### src/rtl/mem_access_ctrl_pkg.sv
// Shared definitions for the MEM-stage data memory access controller.
package mem_access_ctrl_pkg;

  typedef enum logic [1:0] {
    IDLE = 2'd0,
    REQ  = 2'd1,
    DONE = 2'd2
  } state_t;

  localparam logic [1:0] WORD_ALIGN_MASK = 2'b11;
  localparam int         TIMEOUT_DEFAULT = 16;

  function automatic logic is_word_aligned(input logic [31:0] addr);
    return (addr[1:0] & WORD_ALIGN_MASK) == 2'b00;
  endfunction

endpackage

### src/rtl/mem_access_ctrl.sv
// MEM-stage controller: turns EX_MEM load/store control into a req/ack
// transaction on a variable-latency data memory and stalls the pipeline meanwhile.
module mem_access_ctrl
  import mem_access_ctrl_pkg::*;
#(
  parameter int TIMEOUT = TIMEOUT_DEFAULT
) (
  input  logic        clk,
  input  logic        rst,
  input  logic        mem_valid,
  input  logic        MemRead,
  input  logic        MemWrite,
  input  logic [31:0] alu_out,
  input  logic [31:0] wdata_in,
  output logic        dmem_req,
  output logic        dmem_we,
  output logic [31:0] dmem_addr,
  output logic [31:0] dmem_wdata,
  input  logic        dmem_ack,
  input  logic [31:0] dmem_rdata_mem,
  output logic [31:0] dmem_rdata,
  output logic        stall,
  output logic        misaligned,
  output logic        bus_err
);

  localparam logic [7:0] TIMEOUT_CNT = 8'(TIMEOUT - 1);

  state_t     state, next_state;
  logic [7:0] cnt;
  logic       acc;
  logic       aligned;

  assign acc     = mem_valid & (MemRead | MemWrite);
  assign aligned = is_word_aligned(alu_out);

  always_comb begin
    next_state = state;
    stall      = 1'b0;
    misaligned = 1'b0;
    case (state)
      IDLE: begin
        if (acc) begin
          if (aligned) begin
            stall      = 1'b1;
            next_state = REQ;
          end else begin
            misaligned = 1'b1;
          end
        end
      end
      REQ: begin
        stall = 1'b1;
        if (dmem_ack || (cnt == TIMEOUT_CNT)) next_state = DONE;
      end
      // DONE never evaluates a new access, so the finished instruction is not reissued
      DONE:    next_state = IDLE;
      default: next_state = IDLE;
    endcase
  end

  always_ff @(posedge clk or posedge rst) begin
    if (rst) begin
      state      <= IDLE;
      cnt        <= 8'd0;
      dmem_req   <= 1'b0;
      dmem_we    <= 1'b0;
      dmem_addr  <= 32'd0;
      dmem_wdata <= 32'd0;
      dmem_rdata <= 32'd0;
      bus_err    <= 1'b0;
    end else begin
      state <= next_state;
      case (state)
        IDLE: begin
          if (acc) begin
            if (aligned) begin
              dmem_req   <= 1'b1;
              dmem_we    <= MemWrite;
              dmem_addr  <= {alu_out[31:2], 2'b00};
              dmem_wdata <= wdata_in;
              cnt        <= 8'd0;
            end else begin
              dmem_rdata <= 32'd0;
            end
          end
        end
        REQ: begin
          if (dmem_ack) begin
            if (!dmem_we) dmem_rdata <= dmem_rdata_mem;
            dmem_req <= 1'b0;
          end else if (cnt == TIMEOUT_CNT) begin
            bus_err    <= 1'b1;
            dmem_rdata <= 32'd0;
            dmem_req   <= 1'b0;
          end else begin
            cnt <= cnt + 8'd1;
          end
        end
        default: ;
      endcase
    end
  end

endmodule

### config.mk
export PLATFORM = sky130hd
export DESIGN_NAME = mem_access_ctrl
export DESIGN_NICKNAME = d
export VERILOG_FILES = /design/src/rtl/mem_access_ctrl_pkg.sv /design/src/rtl/mem_access_ctrl.sv
export SDC_FILE = /design/constraint.sdc
export NUM_CORES = 1
export LEC_CHECK = 0
export BUFFER_PORTS_ARGS = -buffer_cell sky130_fd_sc_hd__buf_2
export CORE_MARGIN = 4
export CORE_UTILIZATION = 42
export CTS_CLUSTER_SIZE = 28
export DETAILED_ROUTE_END_ITERATION = 7
export GPL_ROUTABILITY_DRIVEN = 0
export GPL_TIMING_DRIVEN = 0
export PLACE_DENSITY = 0.76
export SLEW_MARGIN = 20
export SYNTH_ARGS = -nofsm -noshare
export SYNTH_HDL_FRONTEND = slang
export SYNTH_SLANG_ARGS = --single-unit
### constraint.sdc
create_clock -name clk -period 3.3 [get_ports clk]
set_input_delay 0.66 -clock clk [delete_from_list [all_inputs] [get_ports clk]]
set_output_delay 0.66 -clock clk [all_outputs]
set_load 0.005 [all_outputs]
==> metrics.csv, run 1 <==
stage,metric,value,unit
worst_setup_path,Worst setup EP type,output port,
cts,Clock Latency Late Sink,0.36,ns
sta,Max-slew headroom,60.6,%
yosys,Cell variety after synth,35,
floorplanning,initial core utilization,42.9,%
sta,RSZ-0062 raised after global routing,no,
routing,Post-Route WL,10300,um
yosys,Avg Inst Size Synth,12.9,um^2
place,Post-DP HPWL,8310,um
yosys,Seq cells post-synth,107,
sta,Pins Over Slew Limit,0,
routing,DR vias,3304,
worst_setup_path,WS Path Type,reg2out,
worst_setup_path,Critical Path RT,2.64,ns
sta,clock skew,0.0135,ns
final_layout,layout cell share with drive strength beyond 1,40.6,%
run,Max Cap Viol,0,
worst_setup_path,CP max stage delay,0.51,ns
cts,Post-CTS Setup Bufs,0,
final_layout,Layout area overhead,32.9,%
cts,CTS tree,done,
pwr,"IR drop worst, VDD",0.000248,V
yosys,Synth top area share,60.7,%
sta,Final period util,87.8,%
cts,"Reg clk slew, reported paths",0.10,ns
floorplanning,die height,110,um
cts,CTS Sinks,107,
sta,Min Hold Slack,0.349,ns
final_layout,filler cell count,896,
cts,Inserted Clock Buffers,9,
cts,post-cts gate resize count,0,
pwr,Leakage,2.98,nW
yosys,most common cell in the netlist,dfrtp_1,
sta,Fin. Hold Viols,0,
worst_setup_path,Startpoint Class,register,
yosys,Main synth FF type,dfrtp_1,
floorplanning,IO Count,203,
routing,post-route ant nets,0,
grt,initial antenna violation count,0,
outcome,status,"complete, no violations",
routing,post-DR wirelength/cell,14.8,um
sta,worst slew pin tran,0.589,ns
cts,root buf cell,clkbuf_8,
routing,Remaining DRCs,0,
yosys,Post-synth top cells,"dfrtp_1 (107), mux2_1 (63), nand2_1 (38)",
cts,H-tree depth,3,
yosys,register area share after synthesis,60.7,%
sta,"Setup violations, final",0,
yosys,synth top area cells,"dfrtp_1 (61%), mux2_1 (16%), mux2i_1 (7.5%)",
grt,vias in the first global route,3335,
yosys,dominant cell type by area after synthesis,dfrtp_1,
worst_setup_path,CP Cell Sequence,nor2_1 -> nand3_1 -> clkbuf_1 -> clkbuf_2 -> nand2_1 -> buf_2,
sta,Setup TNS Final,0,ns
worst_setup_path,Crit-path slowest cell,dfrtp_1,
grt,grt ovf,0,
worst_setup_path,critical path data arrival time,2.24,ns
worst_setup_path,CP Max Fanout,10,
sta,fin crit period,2.90,ns
final_layout,Nets,660,
yosys,Netlist Area Pre-Place,4410,um^2
routing,initial DRC count,86,
grt,largest net degree at the start of global routing,35,
routing,via density per instance,4.74,
final_layout,Antenna Cells,0,
final_layout,"Design Area, Final",5860,um^2
floorplanning,Core ar.,10300,um^2
pwr,PwrDens,551,nW/um^2
floorplanning,Die X-Extent,110,um
grt,Overall Global Routing Usage,17.0,%
hold_path,HP Class,in2async,
yosys,Post-Synthesis Cells,342,
grt,first-pass GRT wire length,17000,um
place,dpl cell area,5650,um^2
routing,drt pass-1 iters,4,
floorplanning,full die area,12200,um^2
place,# port buffers,200,
yosys,number of synthesized flops with an enable pin,0,
sta,f_max,345,MHz
floorplanning,Cell Rows,37,
cts,clock tree buffer depth,2,
yosys,Synth async-reset ratio,100,%
yosys,YS warnings,0,
cts,CTS hold repair buffers,0,
state kept, by name, indices dropped and copies added (netlist names):
| signal | flops |
|---|---|
| dmem_we | 1 |
| bus_err | 1 |
| dmem_rdata | 32 |
| cnt | 8 |
| dmem_addr | 30 |
| dmem_req | 1 |
| dmem_wdata | 32 |
| state | 2 |
through the flow:
step	std cells	worst slack [ns]	total power, W	utilization [%]
after floorplan	343	0.928	0.00205	-
after global placement	679	0.138	0.00241	54.4
after detailed placement	682	0.129	0.00246	55.0
after CTS	697	0.101	0.00328	57.0
after global routing	697	0.213	0.00343	57.0
final	697	0.401	0.00323	57.0
logic make-up after synthesis:
kind of cell             synth area share (%)
multiplexers                             23.6
buffers and inverters                    5.11
adder cells (fa/ha/maj)                 0.284
other                                  0.0851
AND/OR/NAND/NOR                          6.33
flip-flops                               60.7
AO/OA/AOI/OAI                            3.86
layout by cell type, fill, tap and decap left out, types with 2 or more instances in the layout:
master | netlist | final
buf_4 | 2 | 2
o21ai_0 | 2 | 2
mux2_1 | 63 | 63
nor2_1 | 9 | 9
a31oi_1 | 3 | 3
clkbuf_1 | 8 | 8
clkinvlp_4 | 0 | 2
buf_2 | 0 | 200
conb_1 | 1 | 2
buf_1 | 3 | 3
nand3_1 | 3 | 3
nand2_1 | 38 | 38
clkbuf_8 | 0 | 11
a21oi_1 | 7 | 7
buf_12 | 0 | 2
o21a_1 | 3 | 3
dfrtp_1 | 107 | 107
o21ai_1 | 3 | 3
inv_1 | 36 | 35
mux2i_1 | 33 | 33
buf_6 | 3 | 3
metal layers:
layer	routed length [um]	track usage (%)	up-vias	share of wire, %
li1	-	-	1570	-
met1	4370	21.0	1591	42
met2	5120	29.3	132	50
met3	712	4.93	11	6.9
met4	138	4.27	0	1.3
met5	0	0	-	0
path summary, 6_finish.rpt:
kind                          start             end  slack [ns]  depth (start not counted)
max                        state[1]           stall        0.40                          6
min                             rst  dmem_rdata[22]        0.35                          2
min in group clk            bus_err         bus_err        0.47                          1
max reg2reg                  cnt[4]   dmem_rdata[6]        0.91                          5
max in group asynchronous       rst   dmem_wdata[0]        2.23                          4
min reg2reg                 bus_err         bus_err        0.47                          1
worst max-delay path, delay by kind of cell (launching register included):
family,cells,cell delay [ns]
simple gates,3,0.34
flops,1,0.51
buf+inv,3,1.03
power breakdown:
part           total [W]  internal (W)  switching [W]
sequential       0.00170       0.00156       0.000134
combinational   0.000719      0.000395       0.000324
clock           0.000813      0.000392       0.000421
total            0.00323       0.00235       0.000880
layout make-up:
cell class | count | area [um^2] | area share, %
Buffer | 16 | 91.3 | 1.56
Clock buffer | 12 | 155 | 2.65
Clock inverter | 3 | 46.3 | 0.790
Inverter | 36 | 139 | 2.37
Multi-Input combinational cell | 184 | 1510 | 25.8
Sequential cell | 107 | 2680 | 45.7
Tap cell | 136 | 170 | 2.91
Timing Repair Buffer | 203 | 1070 | 18.2
Power figures use the tool's default switching activity.
==> run 2: changes to the inputs <==
- PLACE_DENSITY: 0.76 -> 0.78
==> metrics.csv, run 2 (synthesized netlist as in run 1, its figures left out) <==
stage,metric,value,unit
sta,"Setup violations, final",0,
sta,worst slew pin tran,0.600,ns
final_layout,Nets,660,
grt,largest net degree at the start of global routing,34,
grt,Overall Global Routing Usage,16.8,%
final_layout,Layout Cells excl Fill,698,
floorplanning,Die X-Extent,110,um
floorplanning,full die area,12200,um^2
grt,first-pass GRT wire length,16900,um
routing,via density per instance,4.70,
sta,fin crit period,2.99,ns
worst_setup_path,most frequent CP cell,clkbuf_1,
final_layout,layout cell share with drive strength beyond 1,40.6,%
final_layout,Layout area overhead,33.4,%
cts,H-tree depth,3,
final_layout,most frequent cells in the layout,"buf_2 (200), dfrtp_1 (107), mux2_1 (63), nand2_1 (38), inv_1 (35)",
cts,CTS hold repair buffers,0,
worst_setup_path,Startpoint Class,register,
floorplanning,IO Count,203,
run,Max Cap Viol,0,
worst_setup_path,CP Launch Point,state[1],
routing,post-route ant nets,0,
routing,Post-Route WL,10100,um
worst_setup_path,flop2flop setup slack,0.98,ns
cts,CTS Sinks,107,
sta,RSZ-0062 raised after global routing,no,
floorplanning,Cell Rows,37,
sta,Max-slew headroom,60.0,%
place,# port buffers,200,
worst_setup_path,Critical Path RT,2.64,ns
worst_setup_path,CP max stage delay,0.50,ns
final_layout,Layout Utilization,57.2,%
worst_setup_path,CP Cell Sequence,nor2_1 -> nand3_1 -> clkbuf_1 -> clkbuf_1 -> nand2_1 -> buf_2,
routing,DR vias,3281,
sta,f_max,334,MHz
cts,Inserted Clock Buffers,9,
final_layout,Top Registers,"dmem_rdata: 32 flops, dmem_wdata: 32 flops, dmem_addr: 30 flops",
pwr,PwrDens,561,nW/um^2
outcome,status,"complete, no violations",
pwr,switching part of the total,26.6,%
worst_setup_path,Crit-path slowest cell,dfrtp_1,
worst_setup_path,WS Path Type,reg2out,
cts,Clock Latency Late Sink,0.36,ns
cts,post-cts gate resize count,0,
worst_setup_path,critical path data arrival time,2.33,ns
worst_setup_path,R2R cell count,5,
routing,post-DR wirelength/cell,14.4,um
pwr,Leakage,2.99,nW
pwr,combinational power share,21.6,%
grt,grt ovf,0,
grt,vias in the first global route,3526,
floorplanning,die height,110,um
cts,root buf cell,clkbuf_8,
worst_setup_path,Worst setup EP type,output port,
cts,CTS tree,done,
grt,initial antenna violation count,0,
floorplanning,initial core utilization,42.9,%
place,Post-DP HPWL,8110,um
sta,Pins Over Slew Limit,0,
pwr,NetSw,0.000877,W
final_layout,Antenna Cells,0,
routing,drt pass-1 iters,4,
routing,Remaining DRCs,0,
sta,Fin. Hold Viols,0,
floorplanning,Core ar.,10300,um^2
place,placed insts,682,
pwr,"IR drop worst, VDD",0.000226,V
worst_setup_path,CP Max Fanout,10,
worst_setup_path,family with the most delay on the worst path,buffers and inverters,
sta,clock skew,0.0109,ns
pwr,Int Power,0.00243,W
worst_setup_path,Worst Path Buf+Inv,3,
hold_path,HP Class,in2async,
cts,"Reg clk slew, reported paths",0.10,ns
worst_setup_path,Worst path depth,6,
pwr,Clk pwr share,27.0,%
routing,initial DRC count,72,
sta,Setup TNS Final,0,ns
pwr,share of power burned in registers,51.3,%
cts,clock tree buffer depth,2,
worst_setup_path,worst r2r src,cnt[4],
sta,Final period util,90.7,%
cts,Post-CTS Setup Bufs,0,
final_layout,"most common cell after layout, fill and taps aside",buf_2,
run 2: layout make-up:
cell class,instances,area [um^2]
Buffer,16,90.1
Clock buffer,12,155
Clock inverter,4,72.6
Fill cell,884,4400
Inverter,36,139
Multi-Input combinational cell,184,1510
Sequential cell,107,2680
Tap cell,136,170
Timing Repair Buffer,203,1070
run 2: power by group through the flow:
stage / Sequential [W] / Combinational (W) / Clock [W]
finish: 0.00169 / 0.000715 / 0.000893
global route: 0.00173 / 0.000800 / 0.000984
CTS: 0.00170 / 0.000737 / 0.000917
detailed placement: 0.00172 / 0.000736 / 0
global placement: 0.00170 / 0.000700 / 0
floorplan: 0.00174 / 0.000316 / 0
run 2: through the flow:
step           total power (W)  hold slack (ns)  area, um^2  setup slack (ns)
2_1_floorplan          0.00205            0.447        4420             0.928
4_1_cts                0.00335            0.353        5880             0.190
3_5_place_dp           0.00246            0.453        5650             0.223
3_3_place_gp           0.00240            0.442        5590             0.293
6_report               0.00330            0.348        5880             0.308
5_1_grt                0.00351            0.376        5880            0.0802
run 2: worst paths after layout:
| kind | end |
|---|---|
| min | dmem_wdata[8] |
| max reg2reg | dmem_rdata[16] |
| max in group asynchronous | dmem_rdata[27] |
| min reg2reg | bus_err |
| min in group clk | bus_err |
| max | stall |
run 2: worst reg2reg max path, stage by stage, from the launching register on:
cell and delay [ns]:
dfrtp_1 0.44, or4_4 0.58, o21a_4 0.25, nor4_4 0.51, buf_6 0.25, mux2i_1 0.22
run 2: layer usage:
| metal | up-vias | share of wire (%) | wire [um] | global-route usage (%) |
|---|---|---|---|---|
| li1 | 1571 | - | - | - |
| met1 | 1579 | 40 | 3990 | 19.8 |
| met3 | 17 | 6.3 | 632 | 4.38 |
| met4 | 0 | 1.8 | 184 | 5.58 |
| met5 | - | 0 | 0 | 0 |
| met2 | 114 | 52 | 5280 | 29.8 |
